`src/rtl/anode_scanner.sv`:
```
// anode_scanner: rotates an active-low one-hot digit select across the enabled digits.
// Latency: every output is registered and coherent with the Count/Index update on the same edge.
// Backpressure: none; Enable=0 freezes the scan and blanks the anodes.
// Optional feature: define SCAN_BLANK_EN to blank all anodes for BLANK_CYCLES at the start of each slot.
module anode_scanner #(
  parameter int PRESCALE     = 50000,
  parameter int BLANK_CYCLES = 500
) (
  input  logic       Clock,
  input  logic       Reset,
  input  logic       Enable,
  input  logic [3:0] DigitMask,
  output logic [3:0] Select,
  output logic [1:0] DigitIndex,
  output logic       Blank,
  output logic       ScanTick
);

  localparam int CW = (PRESCALE > 1) ? $clog2(PRESCALE) : 1;
  localparam logic [CW-1:0] LAST = CW'(PRESCALE - 1);

`ifdef SCAN_BLANK_EN
  localparam bit BLANK_ON = 1'b1;
`else
  localparam bit BLANK_ON = 1'b0;
`endif

  // Blanking length is only meaningful when the feature is compiled in.
  localparam int BLANK_LEN = BLANK_ON ? BLANK_CYCLES : 0;
  localparam logic [CW-1:0] BLANK_LIM = CW'(BLANK_LEN);

  logic [CW-1:0] count;
  logic [1:0]    index;

  logic [CW-1:0] count_nxt;
  logic [1:0]    index_nxt;
  logic [1:0]    next_en;
  logic [1:0]    cand;
  logic          wrap;
  logic          in_blank;
  logic          drive;
  logic [3:0]    sel_nxt;
  logic          tick_nxt;

  // Next enabled digit: scan Index+4 down to Index+1 so the nearest enabled one wins;
  // with an empty mask the current index is kept.
  always_comb begin
    next_en = index;
    cand    = index;
    for (int k = 4; k >= 1; k--) begin
      cand = index + 2'(k);
      if (DigitMask[cand]) begin
        next_en = cand;
      end
    end
  end

  // Prescaler and rotation step; both hold while Enable is low.
  always_comb begin
    wrap      = (count == LAST);
    count_nxt = count;
    index_nxt = index;
    if (Enable) begin
      if (wrap) begin
        count_nxt = '0;
        index_nxt = next_en;
      end else begin
        count_nxt = count + 1'b1;
      end
    end
  end

  // Output decode from the post-edge state, so outputs and state move together.
  always_comb begin
    in_blank = BLANK_ON && (count_nxt < BLANK_LIM);
    drive    = Enable && DigitMask[index_nxt] && !in_blank;
    sel_nxt  = drive ? ~(4'b0001 << index_nxt) : 4'b1111;
    tick_nxt = Enable && (count_nxt == LAST);
  end

  // State and output registers; reset forces all anodes off.
  always_ff @(posedge Clock) begin
    if (Reset) begin
      count    <= '0;
      index    <= '0;
      Select   <= 4'b1111;
      Blank    <= 1'b1;
      ScanTick <= 1'b0;
    end else begin
      count    <= count_nxt;
      index    <= index_nxt;
      Select   <= sel_nxt;
      Blank    <= !drive;
      ScanTick <= tick_nxt;
    end
  end

  // Index is itself a register, so the exported index is registered too.
  assign DigitIndex = index;

endmodule

```
`config.mk`:
```
export PLATFORM = sky130hd
export DESIGN_NAME = anode_scanner
export DESIGN_NICKNAME = d
export VERILOG_FILES = /design/src/rtl/anode_scanner.sv
export SDC_FILE = /design/constraint.sdc
export NUM_CORES = 1
export LEC_CHECK = 0
export BUFFER_PORTS_ARGS = -buffer_cell sky130_fd_sc_hd__buf_2
export CORE_UTILIZATION = 55
export DETAILED_ROUTE_END_ITERATION = 8
export PLACE_DENSITY_LB_ADDON = 0.1
export SLEW_MARGIN = 20
export SYNTH_ARGS = -nofsm -noshare
export SYNTH_HDL_FRONTEND = slang
export SYNTH_SLANG_ARGS = --single-unit
```
`constraint.sdc`:
```
create_clock -name Clock -period 2.5 [get_ports Clock]
set_input_delay 0 -clock Clock [delete_from_list [all_inputs] [get_ports Clock]]
set_output_delay 0 -clock Clock [all_outputs]
set_load 0.02 [all_outputs]
```
; Word-level counts from Yosys, hierarchy flattened
; Cells that the tools add are included.
[totals]
regBits = 24
[op_classes]
addsub = 4
n_lt_le_gt_ge = 4
n_eq_ne = 2
shift = 1
n_mux = 15
bitwise_logic = 2
n_reduce_logical = 4
[op_table]
columns = op, n
row1 = "== test 16 bit, second input constant", 2
row2 = 2-to-1 mux 16 bit, 2
row3 = "adder 16 x 1 -> 16 bit, second input constant", 1
row4 = "less-than comparator 2 x 3 -> 1 bit, second input constant", 4
row5 = 2-to-1 mux 2 bit, 5
row6 = binary-select mux 1 bit (select 2 bit), 4
row7 = "adder 2 bit, second input constant", 2
row8 = 2-to-1 mux 1 bit, 4
row9 = inverter 4 bit, 1
row10 = "left shift 1 x 2 -> 4 bit, first input constant", 1
row11 = "adder 2 x 1 -> 2 bit, second input constant", 1
row12 = logical AND 1 bit, 2
row13 = OR reduction 2 bit, 1
row14 = zero test 1 bit, 1
row15 = inverter 1 bit, 1

; Logic depth before layout (Yosys ltp)
; Gate-level depths: netlist of run 1.
[depth]
depth_word = 13
depth_mapped = 6
depth_no_buf = 6

; Worst setup path after synthesis of run 1
; OpenSTA, ideal clock, no wires.
[synth_timing]
path_kind = register -> register
start = register count[0]
end = register Blank
setup_time_ns = 0.125
arrival_time_ns = 1.885
setup_slack_ns = 0.490
path_stages_with_launch = 7
path_cell_list = dfxtp_1 ha_1 nand4_4 nor4_4 mux2i_1 o311a_2 o21ai_1
[synth_via]
elab_chain_cells = 7
[synth_rtl]
columns = item, line
row1 = "start, declared", 32  ; logic [CW-1:0] count;
row2 = "start signal, assigned", 90  ; count <= count_nxt;
row3 = == test 16 bit, 60  ; wrap = (count == LAST);
row4 = 2-to-1 mux 2 bit, 64  ; if (wrap) begin
row5 = 2-to-1 mux 2 bit, 63  ; if (Enable) begin
row6 = binary-select mux 1 bit (select 2 bit), 76  ; drive = Enable && DigitMask[index_nxt] && !in_blank;
row7 = 2-to-1 mux 1 bit (not written as such), 76
row8 = logical AND 1 bit, 76
row9 = zero test 1 bit, 93  ; Blank <= !drive;
row10 = "end signal, assigned", 93
row11 = "end, declared", 15  ; output logic Blank,
; No other way between the ends. The select of a mux whose other input is x is not followed.
; A chain may end at the register's enable or synchronous reset.

; Worst setup path after layout of run 1
; Ends and elaborated chain as after synthesis.

==> impl_metrics.csv, run 1 <==
group,metric,value,unit
synthesis,postSynthRegisterBits,24,
floorplan,placementRows,17,
hold_path,worst_hold_path.num_cells,3,
sta,max_slew.worst_pin.slew,0.5469,ns
global_routing,vias_in_the_first_global_route,1046,
clocking,cts.reportedPaths.clkPinSlew,0.13,ns
clocking,cts_tree,"done",
sta,fin_crit,2.302,ns
sta,report.final.setup_viol,0,
setup_path,critical_path_required,2.72,ns
drt,detail_routed_net_length_per_standard_cell,14.47,um
synthesis,register_area_share_after_synthesis,34.81,%
layout,regArea,480.5,um2
drt,vias,1146,
layout,drive_above_1_share,24.10,%
global_routing,pin_count_of_the_biggest_net_entering_global_routing,14,
setup_path,critical_path.reg2reg.startpoint,"count[0]",
floorplan,ioPinCount,15,
synthesis,synth_enable_flop_cells,0,
place,port_buffers,14,
pwr,power_per_cell_area,422.6,mW/mm2
setup_path,worstRegToRegCells,6,
pwr,ir_drop,0.3786,mV
setup_path,crit_path_max_fanout,7,
sta,grt_setup_unrepaired,"false",
drt,drt_iter0_markers,26,
synthesis,synth_flop_cell,"sky130_fd_sc_hd__dfxtp_1",
synthesis,post_synth.cell_area_avg,9.388,um2
sta,final_slew_violations,0,
pwr,static-leakage-power,0.5410,nW
global_routing,initial_antenna_violation_count,0,
floorplan,coreArea,0.002297,mm2
layout,layout.cells.most_common_list,"sky130_fd_sc_hd__dfxtp_1, sky130_fd_sc_hd__nor2_1, sky130_fd_sc_hd__buf_2",
sta,final_critical_path_setup_slack,0.1984,ns
drt,remaining_antenna_violation_count,0,
outcome,status,"finished, final reports clean",
drt,post_drt_via_cell_ratio,5.907,
sta,worst_slew_margin_rel,63.06,%
global_routing,grt_usage,24.37,%
layout,area.growth.synth_to_final,11.06,%
synthesis,synthesis.yosys.warnings,0,
sta,worst_clock_skew,0.007354,ns
setup_path,cp_cell_sequence,"ha_1, nand4_4, nor4_4, mux2i_1, o311a_2, o21ai_1",
hold_path,hold_path_end,"count[0]",
place,dp_worst_setup_slack,0.2607,ns
setup_path,worstSetupPathType,"flip-flop to flip-flop",
synthesis,ffs_w_async_s_r_synth,0,%
sta,fmaxAchievable,434.5,MHz
layout,layout_nets,175,
sta,period_share,92.06,%
synthesis,synth.cell_area,0.001380,mm2
job,drv_cap,0,
clocking,ctsLongestPathBuffers,2,
drt,drcViolationCount,0,
place,place.detailed.hpwl,1970,um
floorplan,dieWidth,52.09,um
setup_path,timing.critical_path.slowest_stage_cell,"sky130_fd_sc_hd__mux2i_1",
clocking,cts_htree_levels,1,
sta,totalNegativeSetupSlack,0,ns
place,gp_congestion,0.9044,
layout,filler_cell_count,201,
layout,insertedDiodeCount,0,
hold_path,holdCritPathClass,"input pin to flip-flop",
sta,worst_hold_slack,0.08284,ns
layout,layout.cells.most_common,"sky130_fd_sc_hd__dfxtp_1",
setup_path,critPathMaxStageDelay,0.51,ns
clocking,root_buffer,"sky130_fd_sc_hd__clkbuf_4",
global_routing,globalRouteOverflowTotal,0,
setup_path,critical_path.reg2reg.endpoint,"Blank",
setup_path,r2r_setup_slack,0.20,ns
setup_path,cp-end-kind,"flip-flop",
setup_path,arrival,2.52,ns
clocking,insertion_delay,0.32,ns
floorplan,chipHeight,52.09,um
synthesis,synth.net_count,155,
hold_path,hold_path.startpoint,"Enable",
floorplan,initial_utilization,60.08,%
global_routing,grt_pass1_wl,4781,um
clocking,clock_sink_count,24,
setup_path,startpoint_type,"flip-flop",
sta,hold_viol_final,0,
layout,multiInputGateArea,842.1,um2
drt,total_length_of_routed_wires,2807,um
synthesis,synth_cells,147,
drt,dr.pass1.iters,4,
synthesis,synthDistinctLibCells,52,
floorplan,die-area,0.002713,mm2
clocking,post-cts-setup-buffers,0,
clocking,cts_buffers,3,
## critical path: cells and delay by family (launching register included)
family / cells / cell delay (ns)
compound gates: 2 / 0.32
fa+ha+maj: 1 / 0.31
flops: 1 / 0.44
mux: 1 / 0.51
simple gates: 2 / 0.62
## flip-flops by register name, summed over array words and instances (netlist names)
| name | flops |
|---|---|
| count | 16 |
| Select | 4 |
| DigitIndex | 2 |
| Blank | 1 |
| ScanTick | 1 |
## worst max-delay path by stage
stage	start	endpoint	slack [ns]	cells after the start
4_1_cts	count[0]	Blank	0.23	6
3_5_place_dp	count[0]	Blank	0.26	6
5_1_grt	count[0]	Blank	0.02	6
6_report	count[0]	Blank	0.20	6
3_3_place_gp	count[0]	ScanTick	0.36	6
2_1_floorplan	count[0]	Blank	0.49	6
## kinds of logic after synthesis
kind of cell | after synthesis | synth area share [%]
DFF | 24 | 34.81
xor gates and xnor gates | 14 | 8.885
and+or+nand+nor | 74 | 35.45
adders and majority gates | 1 | 0.9065
muxes | 5 | 3.898
buffers and inverters | 8 | 4.169
AOI/OAI and AO/OA | 21 | 11.88
## power by group
part	switching [mW]	internal (mW)
Combinational	0.0299	0.0243
Clock	0.113	0.0891
Sequential	0.00447	0.387
Total	0.147	0.501
## layer usage
layer	vias to the layer above	GRT usage (%)	wire, um
li1	575	-	-
met1	533	33.39	1393
met2	34	36.11	1253
met3	4	6.433	133
met4	0	9.009	27
met5	-	0	0
## cell type report
type | count | area share [%]
clock buffers | 4 | 2.367
inverters | 3 | 0.7347
multi-input cells | 115 | 54.94
flip-flops and latches | 24 | 31.35
well taps | 28 | 2.286
repair buffers | 20 | 8.327
## repair_timing
item,4_1_cts,5_1_grt
gates resized for setup,0,0
hold endpoints to repair,9,0
hold buffers,5,0
## cell usage after synthesis, drive strengths merged (4+ instances only)
cell | number | area [um2]
dfxtp | 24 | 480.5
nand4 | 5 | 46.29
nor4 | 4 | 55.05
a21oi | 5 | 25.02
nand2 | 8 | 30.03
nor3 | 4 | 25.02
nor2 | 19 | 71.32
nor3b | 4 | 35.03
xor2 | 5 | 43.79
nand3 | 9 | 45.04
xnor2 | 9 | 78.83
## per-stage QoR
step | total power [mW] | utilization (%) | area (um2) | std cells
4_1_cts | 0.6533 | 66.72 | 1533 | 194
3_5_place_dp | 0.4468 | 62.96 | 1446 | 185
3_3_place_gp | 0.4451 | 62.96 | 1446 | 185
6_report | 0.6478 | 66.72 | 1533 | 194
5_1_grt | 0.6732 | 66.72 | 1533 | 194
2_1_floorplan | 0.4335 | - | 1380 | 147
Power figures use the tool's default switching activity.
==> inputs of run 2 (changes only) <==
GPL_TIMING_DRIVEN = 0   (was unset)
==> impl_metrics.csv, run 2 (synthesized netlist as in run 1, its figures left out) <==
group,metric,value,unit
drt,remaining_antenna_violation_count,0,
sta,period_share,92.89,%
floorplan,initial_utilization,60.08,%
floorplan,placementRows,17,
place,place.detailed.hpwl,1962,um
floorplan,ioPinCount,15,
setup_path,worstSetupPathType,"flip-flop to flip-flop",
drt,drt_iter0_markers,24,
pwr,power_per_cell_area,460.3,mW/mm2
setup_path,arrival,2.52,ns
place,port_buffers,12,
layout,layout.cells.most_common_list,"sky130_fd_sc_hd__dfxtp_1, sky130_fd_sc_hd__nor2_1, sky130_fd_sc_hd__buf_2",
drt,vias,1168,
sta,fin_crit,2.322,ns
global_routing,vias_in_the_first_global_route,1059,
setup_path,critical_path_required,2.70,ns
sta,worst_hold_slack,0.4516,ns
sta,report.final.setup_viol,0,
layout,filler_cell_count,179,
setup_path,critPathMaxStageDelay,0.48,ns
global_routing,globalRouteOverflowTotal,0,
sta,worst_slew_margin_rel,64.91,%
floorplan,dieWidth,52.09,um
pwr,cell_internal_pwr,0.5775,mW
sta,max_slew.worst_pin.slew,0.5224,ns
clocking,clock_sink_count,24,
pwr,share_seq_of_total_power,53.5,%
layout,insertedDiodeCount,0,
sta,final_critical_path_setup_slack,0.1777,ns
floorplan,coreArea,0.002297,mm2
place,gp_congestion,0.8658,
hold_path,holdCritPathClass,"input pin to flip-flop",
floorplan,chipHeight,52.09,um
pwr,power.switching,0.1551,mW
clocking,ctsLongestPathBuffers,2,
sta,fmaxAchievable,430.6,MHz
sta,final_slew_violations,0,
drt,total_length_of_routed_wires,2887,um
setup_path,cp-end-kind,"flip-flop",
setup_path,critPathBufInv,0,
pwr,power_switching_share,21.17,%
layout,largest_register_ff_count,16,
global_routing,grt_usage,24.68,%
clocking,cts.reportedPaths.clkPinSlew,0.14,ns
layout,layout_nets,178,
clocking,cts_tree,"done",
setup_path,cp_cell_sequence,"ha_1, nand4_4, nor3_1, nor3b_1, nand3_1, a2111oi_1",
setup_path,crit_path_max_fanout,6,
drt,dr.pass1.iters,4,
clocking,insertion_delay,0.32,ns
sta,grt_setup_unrepaired,"false",
pwr,clockPowerShare,38.4,%
place,dp_worst_setup_slack,0.1312,ns
drt,drcViolationCount,0,
clocking,cts_htree_levels,1,
global_routing,initial_antenna_violation_count,0,
place,placedInstanceArea,0.001475,mm2
layout,layout.cells.most_common,"sky130_fd_sc_hd__dfxtp_1",
layout,area.growth.synth_to_final,15.32,%
layout,final_design_area_no_fill,0.001592,mm2
sta,totalNegativeSetupSlack,0,ns
global_routing,pin_count_of_the_biggest_net_entering_global_routing,15,
setup_path,timing.critical_path.slowest_stage_cell,"sky130_fd_sc_hd__nor3_1",
layout,drive_above_1_share,25.44,%
pwr,combPwrFrac,8.1,%
outcome,status,"finished, final reports clean",
clocking,cts_buffers,3,
clocking,root_buffer,"sky130_fd_sc_hd__clkbuf_4",
global_routing,grt_pass1_wl,4968,um
sta,worst_clock_skew,0.005735,ns
job,drv_cap,0,
drt,post_drt_via_cell_ratio,5.929,
setup_path,crit_family,"simple AND/OR/NAND/NOR gates",
sta,hold_viol_final,0,
layout,registers.top_by_ff_count,"count",
setup_path,startpoint_type,"flip-flop",
pwr,static-leakage-power,0.5676,nW
pwr,ir_drop,0.5257,mV
floorplan,die-area,0.002713,mm2
drt,detail_routed_net_length_per_standard_cell,14.65,um
clocking,post-cts-setup-buffers,0,
run 2: routing by layer:
layer / global-route usage, % / share of wire (%) / up-vias
met5: 0 / 0 / -
met4: 4.054 / 0.59 / 0
met3: 6.140 / 5.3 / 2
met2: 39.53 / 45 / 29
met1: 33.63 / 49 / 555
li1: - / - / 582
run 2: final cells by class:
type | count | area [um2] | share of cell area (%)
clock inverter | 1 | 30.03 | 1.887
multi-input combinational | 115 | 845.8 | 53.14
inverter | 3 | 11.26 | 0.7075
sequential | 24 | 480.5 | 30.19
buffer | 5 | 46.29 | 2.909
tap | 28 | 35.03 | 2.201
clock buffer | 3 | 22.52 | 1.415
timing repair buffer | 18 | 120.1 | 7.547
run 2: through the flow:
| step | utilization (%) | total power, mW | cells |
|---|---|---|---|
| after floorplan | - | 0.4335 | 147 |
| after global placement | 64.22 | 0.4484 | 187 |
| after detailed placement | 64.22 | 0.4498 | 187 |
| after CTS | 69.12 | 0.7373 | 197 |
| after global routing | 69.28 | 0.7617 | 197 |
| final | 69.28 | 0.7326 | 197 |
run 2: power groups by stage:
| stage | logic [mW] | registers [mW] | clock network [mW] |
|---|---|---|---|
| 2_1_floorplan | 0.0326 | 0.401 | 0 |
| 4_1_cts | 0.0575 | 0.392 | 0.288 |
| 5_1_grt | 0.0641 | 0.393 | 0.305 |
| 3_5_place_dp | 0.0497 | 0.400 | 0 |
| 3_3_place_gp | 0.0485 | 0.400 | 0 |
| 6_report | 0.0591 | 0.392 | 0.281 |
run 2: worst register-to-register path: cells and delay by family, from the launching register on:
family                     cells  cell delay, ns
and+or+nand+nor                4            1.00
DFF                            1            0.46
adders and majority gates      1            0.31
AOI/OAI and AO/OA              1            0.44
run 2: worst paths after layout:
| check | start | endpoint | slack (ns) | cells past startpoint |
|---|---|---|---|---|
| max | count[0] | ScanTick | 0.18 | 6 |
| min | DigitMask[0] | Select[0] | 0.45 | 3 |
| max reg2reg | count[0] | ScanTick | 0.18 | 6 |
| min reg2reg | count[3] | count[3] | 0.59 | 2 |
run 2: what timing repair did:
item	4_1_cts	5_1_grt
hold buffers	6	0
hold endpoints to repair	10	0
resized for setup	0	1
setup endpoints to repair	0	3
